### config.mk
export PLATFORM = sky130hd
export DESIGN_NAME = gradient_nms_array
export DESIGN_NICKNAME = d
export VERILOG_FILES = /design/src/rtl/gradient_nms_array.sv
export SDC_FILE = /design/constraint.sdc
export NUM_CORES = 1
export LEC_CHECK = 0
export ABC_AREA = 1
export CORE_ASPECT_RATIO = 1.4
export CORE_MARGIN = 2
export CORE_UTILIZATION = 55
export DETAILED_ROUTE_END_ITERATION = 8
export HOLD_SLACK_MARGIN = 0.02
export PLACE_DENSITY = 0.79
export REMOVE_ABC_BUFFERS = 1
export SYNTH_ARGS = -nofsm -noshare
export SYNTH_HDL_FRONTEND = slang
export SYNTH_SLANG_ARGS = --single-unit
### constraint.sdc
create_clock -name clk -period 6.8 [get_ports clk]
set_input_delay 1.02 -clock clk [delete_from_list [all_inputs] [get_ports clk]]
set_output_delay 1.02 -clock clk [all_outputs]
set_load 0.02 [all_outputs]
### src/rtl/gradient_nms_array.sv
// Sobel gradient over a BWxBH block of 3x3 windows. Magnitude and quantised direction are
// stored per pixel, then in-block non-maximum suppression emits the block in raster order.
module gradient_nms_array #(
    parameter int            DW  = 14,
    parameter int            BW  = 2,
    parameter int            BH  = 2,
    parameter logic [DW+2:0] THR = '0
) (
    input  logic          clk,
    input  logic          rst,
    input  logic          in_valid,
    input  logic [DW-1:0] i_data,
    input  logic [3:0]    i_count,
    input  logic [1:0]    mode,
    output logic [DW+2:0] o_data,
    output logic [1:0]    o_angle,
    output logic [3:0]    o_idx,
    output logic          o_valid,
    output logic          finish_flag,
    output logic          busy
);
    localparam int GW   = DW + 3;
    localparam int AW   = DW + 4;
    localparam int NPIX = BW * BH;
    // Wide enough to hold |G| * 309 without wrapping.
    localparam int MW   = AW + 9;

    typedef enum logic [1:0] {ST_ACC, ST_GRAD, ST_ANG, ST_EMIT} state_t;

    state_t               state_q, state_d;
    logic signed [AW-1:0] gx_q, gx_d, gy_q, gy_d;
    logic [AW-1:0]        ax_q, ax_d, ay_q, ay_d;
    logic                 sx_q, sx_d, sy_q, sy_d;
    logic [GW-1:0]        mag_q, mag_d;
    logic [3:0]           pcnt_q, pcnt_d;
    logic [3:0]           eidx_q, eidx_d;
    logic [1:0]           mode_q, mode_d;
    logic [GW-1:0]        slot_g_q [NPIX];
    logic [GW-1:0]        slot_g_d [NPIX];
    logic [1:0]           slot_a_q [NPIX];
    logic [1:0]           slot_a_d [NPIX];
    logic [GW-1:0]        o_data_q, o_data_d;
    logic [1:0]           o_angle_q, o_angle_d;
    logic [3:0]           o_idx_q, o_idx_d;
    logic                 o_valid_q, o_valid_d;
    logic                 finish_q, finish_d;

    // Kernel-weighted contribution of the current tap.
    logic                 tap_ok;
    logic signed [AW-1:0] pix, tx, ty;

    // NOTE: every always_comb output gets a default first, otherwise a latch is inferred.
    always_comb begin
        pix    = signed'({4'b0000, i_data});
        tx     = '0;
        ty     = '0;
        tap_ok = (state_q == ST_ACC) && in_valid && (i_count <= 4'd8);
        case (i_count)
            4'd0: begin tx = -pix;        ty = -pix;        end
            4'd1: begin                   ty = -(pix <<< 1); end
            4'd2: begin tx = pix;         ty = -pix;        end
            4'd3: begin tx = -(pix <<< 1);                  end
            4'd5: begin tx = pix <<< 1;                     end
            4'd6: begin tx = -pix;        ty = pix;         end
            4'd7: begin                   ty = pix <<< 1;   end
            4'd8: begin tx = pix;         ty = pix;         end
            default: ;
        endcase
    end

    // Direction quantisation with 7-bit fixed-point tan(22.5) and tan(67.5).
    logic [MW-1:0] ay_x128, ax_x53, ax_x309;
    logic [1:0]    ang;

    always_comb begin
        ay_x128 = MW'(ay_q) << 7;
        ax_x53  = MW'(ax_q) * MW'(53);
        ax_x309 = MW'(ax_q) * MW'(309);
        if (ay_x128 < ax_x53) begin
            ang = 2'd0;
        end else if (ay_x128 > ax_x309) begin
            ang = 2'd2;
        end else begin
            ang = (sx_q ^ sy_q) ? 2'd3 : 2'd1;
        end
    end

    // Suppression of the slot being emitted against its two in-block neighbours.
    logic [GW-1:0] cur_g, nms_g;
    logic [1:0]    cur_a, eff_mode;
    logic          suppress;

    always_comb begin
        int r, c, dr, dc;
        cur_g    = '0;
        cur_a    = '0;
        suppress = 1'b0;
        for (int s = 0; s < NPIX; s++) begin
            if (eidx_q == 4'(s)) begin
                cur_g = slot_g_q[s];
                cur_a = slot_a_q[s];
            end
        end
        r = int'(eidx_q) / BW;
        c = int'(eidx_q) % BW;
        case (cur_a)
            2'd0:    begin dr = 0; dc = 1;  end
            2'd1:    begin dr = 1; dc = 1;  end
            2'd2:    begin dr = 1; dc = 0;  end
            default: begin dr = 1; dc = -1; end
        endcase
        // Rows and columns are matched separately, so off-block neighbours never alias.
        for (int s = 0; s < NPIX; s++) begin
            if (((s / BW == r + dr) && (s % BW == c + dc)) ||
                ((s / BW == r - dr) && (s % BW == c - dc))) begin
                if (slot_g_q[s] > cur_g) suppress = 1'b1;
            end
        end
        eff_mode = (mode_q == 2'd3) ? 2'd0 : mode_q;
        nms_g    = cur_g;
        if ((eff_mode != 2'd1) && suppress) nms_g = '0;
        if ((eff_mode == 2'd2) && (nms_g < THR)) nms_g = '0;
    end

    always_comb begin
        state_d   = state_q;
        gx_d      = gx_q;
        gy_d      = gy_q;
        ax_d      = ax_q;
        ay_d      = ay_q;
        sx_d      = sx_q;
        sy_d      = sy_q;
        mag_d     = mag_q;
        pcnt_d    = pcnt_q;
        eidx_d    = eidx_q;
        mode_d    = mode_q;
        slot_g_d  = slot_g_q;
        slot_a_d  = slot_a_q;
        o_data_d  = '0;
        o_angle_d = '0;
        o_idx_d   = '0;
        o_valid_d = 1'b0;
        finish_d  = 1'b0;

        case (state_q)
            ST_ACC: begin
                if (tap_ok) begin
                    gx_d = (i_count == 4'd0) ? tx : gx_q + tx;
                    gy_d = (i_count == 4'd0) ? ty : gy_q + ty;
                    if ((i_count == 4'd0) && (pcnt_q == 4'd0)) mode_d = mode;
                    if (i_count == 4'd8) state_d = ST_GRAD;
                end
            end
            ST_GRAD: begin
                ax_d    = gx_q[AW-1] ? $unsigned(-gx_q) : $unsigned(gx_q);
                ay_d    = gy_q[AW-1] ? $unsigned(-gy_q) : $unsigned(gy_q);
                sx_d    = gx_q[AW-1];
                sy_d    = gy_q[AW-1];
                mag_d   = GW'(ax_d + ay_d);
                state_d = ST_ANG;
            end
            ST_ANG: begin
                for (int s = 0; s < NPIX; s++) begin
                    if (pcnt_q == 4'(s)) begin
                        slot_g_d[s] = mag_q;
                        slot_a_d[s] = ang;
                    end
                end
                pcnt_d  = pcnt_q + 4'd1;
                state_d = (pcnt_q == 4'(NPIX - 1)) ? ST_EMIT : ST_ACC;
            end
            ST_EMIT: begin
                o_valid_d = 1'b1;
                o_data_d  = nms_g;
                o_angle_d = cur_a;
                o_idx_d   = eidx_q;
                if (eidx_q == 4'(NPIX - 1)) begin
                    finish_d = 1'b1;
                    eidx_d   = '0;
                    pcnt_d   = '0;
                    state_d  = ST_ACC;
                end else begin
                    eidx_d = eidx_q + 4'd1;
                end
            end
            default: state_d = ST_ACC;
        endcase
    end

    // NOTE: sequential state uses <= only, so every flop samples pre-edge values.
    always_ff @(posedge clk or posedge rst) begin
        if (rst) begin
            state_q   <= ST_ACC;
            gx_q      <= '0;
            gy_q      <= '0;
            ax_q      <= '0;
            ay_q      <= '0;
            sx_q      <= 1'b0;
            sy_q      <= 1'b0;
            mag_q     <= '0;
            pcnt_q    <= '0;
            eidx_q    <= '0;
            mode_q    <= '0;
            // NOTE: the slot store is small and must read as 0 after reset, so it is reset.
            for (int s = 0; s < NPIX; s++) begin
                slot_g_q[s] <= '0;
                slot_a_q[s] <= '0;
            end
            o_data_q  <= '0;
            o_angle_q <= '0;
            o_idx_q   <= '0;
            o_valid_q <= 1'b0;
            finish_q  <= 1'b0;
        end else begin
            state_q   <= state_d;
            gx_q      <= gx_d;
            gy_q      <= gy_d;
            ax_q      <= ax_d;
            ay_q      <= ay_d;
            sx_q      <= sx_d;
            sy_q      <= sy_d;
            mag_q     <= mag_d;
            pcnt_q    <= pcnt_d;
            eidx_q    <= eidx_d;
            mode_q    <= mode_d;
            slot_g_q  <= slot_g_d;
            slot_a_q  <= slot_a_d;
            o_data_q  <= o_data_d;
            o_angle_q <= o_angle_d;
            o_idx_q   <= o_idx_d;
            o_valid_q <= o_valid_d;
            finish_q  <= finish_d;
        end
    end

    assign o_data      = o_data_q;
    assign o_angle     = o_angle_q;
    assign o_idx       = o_idx_q;
    assign o_valid     = o_valid_q;
    assign finish_flag = finish_q;
    assign busy        = (state_q != ST_ACC);

endmodule

==> results of run 1 <==
[sequential cells by signal (all words and copies together) (netlist names), 8 cells and up]
signal / cells
slot_a_q: 8
o_data: 17
ax_q: 18
slot_g_q: 68
ay_q: 18
gy_q: 18
gx_q: 18
mag_q: 17
[stage by stage]
step                util (%)  area [um^2]
floorplan                  -        20000
global placement        57.9        21200
detailed placement      57.9        21200
CTS                     60.0        21900
global route            60.0        21900
finish                  60.0        21900
[layout by cell type, fill, tap and decap left out, types with 17 or more instances in the layout]
master / count
sky130_fd_sc_hd__a21oi_1: 171
sky130_fd_sc_hd__a22oi_1: 34
sky130_fd_sc_hd__clkbuf_16: 23
sky130_fd_sc_hd__clkdlybuf4s50_1: 48
sky130_fd_sc_hd__dfrtp_1: 204
sky130_fd_sc_hd__fa_1: 76
sky130_fd_sc_hd__ha_1: 288
sky130_fd_sc_hd__inv_1: 377
sky130_fd_sc_hd__nand2_1: 669
sky130_fd_sc_hd__nand3_1: 122
sky130_fd_sc_hd__nand4_1: 49
sky130_fd_sc_hd__nor2_1: 156
sky130_fd_sc_hd__nor3_1: 29
sky130_fd_sc_hd__o211ai_1: 23
sky130_fd_sc_hd__o21ai_0: 192
sky130_fd_sc_hd__o21ai_1: 17
sky130_fd_sc_hd__o22ai_1: 17
sky130_fd_sc_hd__xnor2_1: 32
sky130_fd_sc_hd__xor2_1: 52
[cell type report]
class	instances	area share, %
multi-input cells	2050	61.4
clock buffers	32	3.01
clock inverters	9	0.383
repair buffers	54	2.40
inverters	398	6.86
flip-flops and latches	204	23.3
well taps	467	2.67
[logic make-up (layout without fill, tap and decap cells)]
| family | after synthesis | count (layout) |
|---|---|---|
| compound gates | 525 | 525 |
| fa+ha+maj | 364 | 364 |
| buf+inv | 454 | 493 |
| xor+xnor | 85 | 85 |
| simple gates | 1074 | 1074 |
| flops | 204 | 204 |
| mux | 2 | 2 |
[worst max-delay path by stage]
stage,from,end,slack [ns],depth (start not counted)
6_report,ax_q[17],slot_a_q[2],1.52,27
4_1_cts,ax_q[6],slot_a_q[2],1.56,24
2_1_floorplan,rst,ax_q[0],0.21,1
3_3_place_gp,ax_q[6],slot_a_q[5],1.66,26
5_1_grt,ax_q[5],slot_a_q[2],1.01,30
3_5_place_dp,ax_q[4],slot_a_q[2],1.58,24
[critical path: cells and delay by family, from the launching register on]
kind,cells,cell delay (ns)
adder cells (fa/ha/maj),6,2.52
flip-flops,1,0.49
AND/OR/NAND/NOR,14,1.28
buffers and inverters,2,0.10
AO/OA/AOI/OAI,4,0.64
XOR/XNOR,1,0.15
[per-layer routing]
layer | track usage [%] | wire [um]
met1 | 35.5 | 22900
met2 | 55.3 | 29500
met3 | 3.43 | 3240
met4 | 21.7 | 4850
met5 | 0 | 0
==> results.sh, run 1 <==
export IMPL_run_status="completed"
export IMPL_cts_resized_gates=0
export IMPL_layout_filler_cells=3391
export IMPL_yosysTopAreaCellShare_pct=25.2
export IMPL_holdCritPathClass="flop to flop"
export IMPL_floorplan_die_width_um=166
export IMPL_routedWlPerCell_um=18.8
export IMPL_finalHoldWorstSlack_ns=0.483
export IMPL_reg2reg_setup_slack_ns=1.52
export IMPL_worst_slew_pin_slew_ns=1.05
export IMPL_port_buffers=48
export IMPL_viasPerCell=5.84
export IMPL_crit_slowest_cell="sky130_fd_sc_hd__fa_1"
export IMPL_setup_viol=0
export IMPL_detail_route_first_pass_iterations=7
export IMPL_initial_utilization_pct=55.5
export IMPL_slowest_delay_ns=0.54
export IMPL_ff_latch_area_mm2=0.00510
export IMPL_worst_skew_pair_late_latency_ns=0.53
export IMPL_via_count_of_the_first_global_routing_pass=18900
export IMPL_place_hpwl_um=48200
export IMPL_synth_simple_area_share_pct=22.4
export IMPL_die_area_mm2=0.0385
export IMPL_maxSlewViolCount=0
export IMPL_synth_area_in_compound_gates_pct=14.7
export IMPL_floorplan_core_area_mm2=0.0366
export IMPL_final_layout_size_suffix_gt1_share_pct=3.49
export IMPL_critical_path_most_common_cell="sky130_fd_sc_hd__nand2_1"
export IMPL_post_cts_setup_buffers=0
export IMPL_cts_hold_repair_buffers=0
export IMPL_drc_errors=0
export IMPL_synth_top_family_by_area="adder cells"
export IMPL_ys_warn_count=0
export IMPL_synth_xor_xnor_area_share_pct=3.71
export IMPL_dpl_cell_count=3173
export IMPL_multi_input_comb_area_mm2=0.0135
export IMPL_numCtsBuffers=23
export IMPL_dieHeight_um=231
export IMPL_largest_net_degree_at_the_start_of_global_routing=81
export IMPL_antenna_cells_inserted=0
export IMPL_share_of_synthesized_area_occupied_by_flip_flops_and_latches_pct=25.2
export IMPL_drv_cap=0
export IMPL_finish_net_count=3118
export IMPL_htree_levels=1
export IMPL_holdPathEnd="mag_q[14]"
export IMPL_crit_end_category="flop"
export IMPL_grt_antenna_before_repair=0
export IMPL_fmax_mhz=189
export IMPL_worst_path_max_fanout=8
export IMPL_worstReg2RegEnd="slot_a_q[2]"
export IMPL_r2r_worst_path_cells=27
export IMPL_hold_path_startpoint="mag_q[14]"
export IMPL_cts_reportedPaths_clkPinSlew_ns=0.06
export IMPL_drtIter0Drc=1359
export IMPL_synth_cell_area_mm2=0.0203
export IMPL_ios=49
export IMPL_yosysMostFrequentCell="sky130_fd_sc_hd__nand2_1"
export IMPL_synth_area_per_cell_um2=7.49
export IMPL_synth_area_mux_share_pct=0.111
export IMPL_skew_ns=0.0145
export IMPL_rsz0062_at_grt="no"
export IMPL_area_growth_syn_to_layout_pct=7.99
export IMPL_layout_setup_ws_ns=1.52
export IMPL_post_place_ws_ns=1.58
export IMPL_stdcell_count=3214
export IMPL_hold_path_cell_count=2
export IMPL_place_congestion=0.970
export IMPL_finalHoldViolations=0
export IMPL_synth_flop_cell="sky130_fd_sc_hd__dfrtp_1"
export IMPL_cp_start_kind="flop"
export IMPL_post_synth_top_area_cell="sky130_fd_sc_hd__dfrtp_1"
export IMPL_postSynthCellCount=2708
export IMPL_synthTopCellsByCount="sky130_fd_sc_hd__nand2_1, sky130_fd_sc_hd__inv_1, sky130_fd_sc_hd__ha_1, sky130_fd_sc_hd__dfrtp_1, sky130_fd_sc_hd__o21ai_0"
export IMPL_synth_edf_count=0
export IMPL_row_count=83
export IMPL_worstReg2RegStart="ax_q[17]"
export IMPL_yosys_cell_types=59
export IMPL_critical_path_required_ns=7.22
export IMPL_async_reset_ff_share_pct=100
export IMPL_grt_overflow_total=0
export IMPL_synth_seq_cells=204
export IMPL_arrival_ns=5.70
export IMPL_setup_tns_ns=0
export IMPL_min_tclk_post_route_ns=5.28
export IMPL_root_buffer="sky130_fd_sc_hd__clkbuf_16"
export IMPL_clock_tree_from_tritoncts="built"
export IMPL_drt_total_wl_um=60400
export IMPL_netlist_top_cells_area="sky130_fd_sc_hd__dfrtp_1, sky130_fd_sc_hd__ha_1, sky130_fd_sc_hd__nand2_1"
export IMPL_share_of_the_clock_period_used_by_the_worst_path_after_layout_pct=77.7
export IMPL_via_count=18800
export IMPL_slew_headroom_pct=30.0
export IMPL_cts_path_max_buffers=3
export IMPL_clock_sink_count=204
export IMPL_yosys_area_share_adder_pct=25.3
export IMPL_residual_antenna_violating_net_count_after_detailed_routing=0
export IMPL_worst_setup_path_type="flop to flop"
export IMPL_grt_first_pass_wirelength_um=96800
export IMPL_aggregate_global_route_resource_usage_pct=31.3
Power of run 1 is not shown: default switching activity piles up to over one toggle a cycle in this logic, so the estimate is an artifact.
==> inputs of run 2 (changes only) <==
Settings changed: PLACE_DENSITY 0.79 to 0.76.
Clock period 6.8 ns to 5.46 ns, I/O delays scaled along.
==> run 2 against run 1 <==
  * Sequential share of layout area is 0.39 points lower
  * Utilization is 1.3 points higher
  * Highest routed layer unchanged
  * Setup slack worse by 1.2 ns
  * Clock skew is 0.019 ns higher
  * Routed wire length is 2.9% higher
  * Sequential cell count stayed put
  * Largest cell class unchanged
  * Maximum frequency is 2.7% higher
  * Die area stayed put
  * Cell area is 2.1% higher
  * Final cell count is 0.72% higher
==> results.sh, run 2 (same netlist as run 1, synthesis figures left out) <==
export IMPL_run_status="completed"
export IMPL_share_of_the_clock_period_used_by_the_worst_path_after_layout_pct=94.2
export IMPL_skew_ns=0.0333
export IMPL_arrival_ns=5.50
export IMPL_floorplan_die_width_um=166
export IMPL_slew_headroom_pct=33.6
export IMPL_viasPerCell=5.83
export IMPL_row_count=83
export IMPL_residual_antenna_violating_net_count_after_detailed_routing=0
export IMPL_grt_antenna_before_repair=1
export IMPL_multi_input_comb_area_mm2=0.0137
export IMPL_drtIter0Drc=1375
export IMPL_drt_total_wl_um=62200
export IMPL_via_count=18900
export IMPL_worst_path_max_fanout=7
export IMPL_largest_net_degree_at_the_start_of_global_routing=132
export IMPL_worst_setup_path_type="flop to flop"
export IMPL_maxSlewViolCount=0
export IMPL_cts_hold_repair_buffers=0
export IMPL_place_hpwl_um=50500
export IMPL_routedWlPerCell_um=19.2
export IMPL_min_tclk_post_route_ns=5.14
export IMPL_clock_tree_from_tritoncts="built"
export IMPL_critical_path_required_ns=5.82
export IMPL_postLayoutCellArea_mm2=0.0224
export IMPL_worst_skew_pair_late_latency_ns=0.54
export IMPL_most_common_layout_cells="sky130_fd_sc_hd__nand2_1, sky130_fd_sc_hd__inv_1, sky130_fd_sc_hd__ha_1"
export IMPL_holdCritPathClass="flop to flop"
export IMPL_htree_levels=1
export IMPL_drv_cap=0
export IMPL_ios=49
export IMPL_largest_register_ffs=68
export IMPL_ff_latch_area_mm2=0.00512
export IMPL_cts_reportedPaths_clkPinSlew_ns=0.07
export IMPL_cp_start_kind="flop"
export IMPL_detail_route_first_pass_iterations=6
export IMPL_layout_filler_cells=3412
export IMPL_setup_viol=0
export IMPL_r2r_worst_path_cells=24
export IMPL_drc_errors=0
export IMPL_hold_path_cell_count=2
export IMPL_finalHoldViolations=0
export IMPL_stdcell_count=3237
export IMPL_dieHeight_um=231
export IMPL_final_layout_size_suffix_gt1_share_pct=6.28
export IMPL_grt_overflow_total=0
export IMPL_root_buffer="sky130_fd_sc_hd__clkbuf_16"
export IMPL_crit_end_category="flop"
export IMPL_cts_path_max_buffers=3
export IMPL_area_after_detailed_placement_mm2=0.0213
export IMPL_die_area_mm2=0.0385
export IMPL_finish_net_count=3140
export IMPL_initial_utilization_pct=55.5
export IMPL_fmax_mhz=194
export IMPL_numCtsBuffers=22
export IMPL_aggregate_global_route_resource_usage_pct=32.0
export IMPL_via_count_of_the_first_global_routing_pass=18700
export IMPL_place_congestion=0.973
export IMPL_layout_cells_most_common="sky130_fd_sc_hd__nand2_1"
export IMPL_area_growth_syn_to_layout_pct=10.3
export IMPL_grt_first_pass_wirelength_um=98700
export IMPL_clock_sink_count=204
export IMPL_dpl_cell_count=3186
export IMPL_worst_slew_pin_slew_ns=0.997
export IMPL_largest_register="slot_g_q"
export IMPL_port_buffers=48
export IMPL_setup_tns_ns=0
export IMPL_floorplan_core_area_mm2=0.0366
[run 2: cell types whose count changed in the layout (fill, tap and decap cells not counted), sizes merged]
cell,before,now
bufinv,1,4
buf,6,29
clkbuf,32,24
inv,398,396
clkinv,7,10
clkinvlp,1,4
diode,0,1
[run 2: path summary, 6_finish.rpt]
path,slack (ns),to,start
worst max-delay path,0.32,slot_a_q[0],ax_q[0]
worst min-delay path,0.49,mag_q[14],mag_q[14]
worst max register to register,0.32,slot_a_q[0],ax_q[0]
worst min register to register,0.49,mag_q[14],mag_q[14]
max in group asynchronous,3.43,o_idx[0],rst
min in group asynchronous,0.86,o_data[2],rst
[run 2: cell type report]
cell class / count / share of cell area, %
clock buffers: 24 / 2.49
flip-flops and latches: 204 / 22.9
multi-input cells: 2050 / 61.2
diodes: 1 / 0.0112
clock inverters: 16 / 0.967
repair buffers: 77 / 3.12
inverters: 398 / 6.72
well taps: 467 / 2.61
[run 2: critical path, cell delays in order, from the launching register on]
cell                       delay [ns]
sky130_fd_sc_hd__dfrtp_1         0.49
sky130_fd_sc_hd__ha_1            0.31
sky130_fd_sc_hd__fa_1            0.55
sky130_fd_sc_hd__inv_1           0.06
sky130_fd_sc_hd__fa_1            0.51
sky130_fd_sc_hd__inv_1           0.05
sky130_fd_sc_hd__ha_1            0.40
sky130_fd_sc_hd__a21oi_2         0.24
sky130_fd_sc_hd__nand2_1         0.16
sky130_fd_sc_hd__nand2_1         0.09
sky130_fd_sc_hd__nand2_1         0.08
sky130_fd_sc_hd__a21oi_1         0.25
sky130_fd_sc_hd__o21bai_1        0.16
sky130_fd_sc_hd__nand2_1         0.08
sky130_fd_sc_hd__nand2_1         0.06
sky130_fd_sc_hd__xnor2_1         0.22
sky130_fd_sc_hd__ha_1            0.27
sky130_fd_sc_hd__nand2_1         0.08
sky130_fd_sc_hd__nor2_1          0.05
sky130_fd_sc_hd__a211oi_1        0.20
sky130_fd_sc_hd__o21ai_0         0.12
sky130_fd_sc_hd__a21oi_1         0.12
sky130_fd_sc_hd__nand2_1         0.15
sky130_fd_sc_hd__nand2_1         0.17
sky130_fd_sc_hd__o21ai_0         0.09
[run 2: per-stage QoR]
step	hold WS, ns	worst slack, ns	utilization, %
finish	0.486	0.318	61.2
global route	0.502	-0.0350	61.2
CTS	0.490	0.0598	60.3
detailed placement	0.473	0.119	58.2
global placement	0.465	0.191	58.2
floorplan	0.449	-0.926	-
[run 2: per-layer routing]
metal	track usage, %	routed length [um]	up-vias
li1	-	-	9080
met1	37.5	24100	9020
met2	57.7	31200	602
met3	2.56	2710	167
met4	18.2	4180	0
met5	0	0	-
[run 2: what timing repair did]
| action | 4_1_cts | 5_1_grt |
|---|---|---|
| resized for setup | 0 | 61 |
| setup buffers | 0 | 10 |
| setup endpoints to repair | 0 | 8 |
Power of run 2 is left out for the same reason.
==> inputs of run 3 (changes only) <==
Settings changed: CAP_MARGIN set to 20.
==> results of run 3 <==
The final DEF is identical to that of run 2; final timing and power are the same.
Power of run 3 is left out for the same reason.
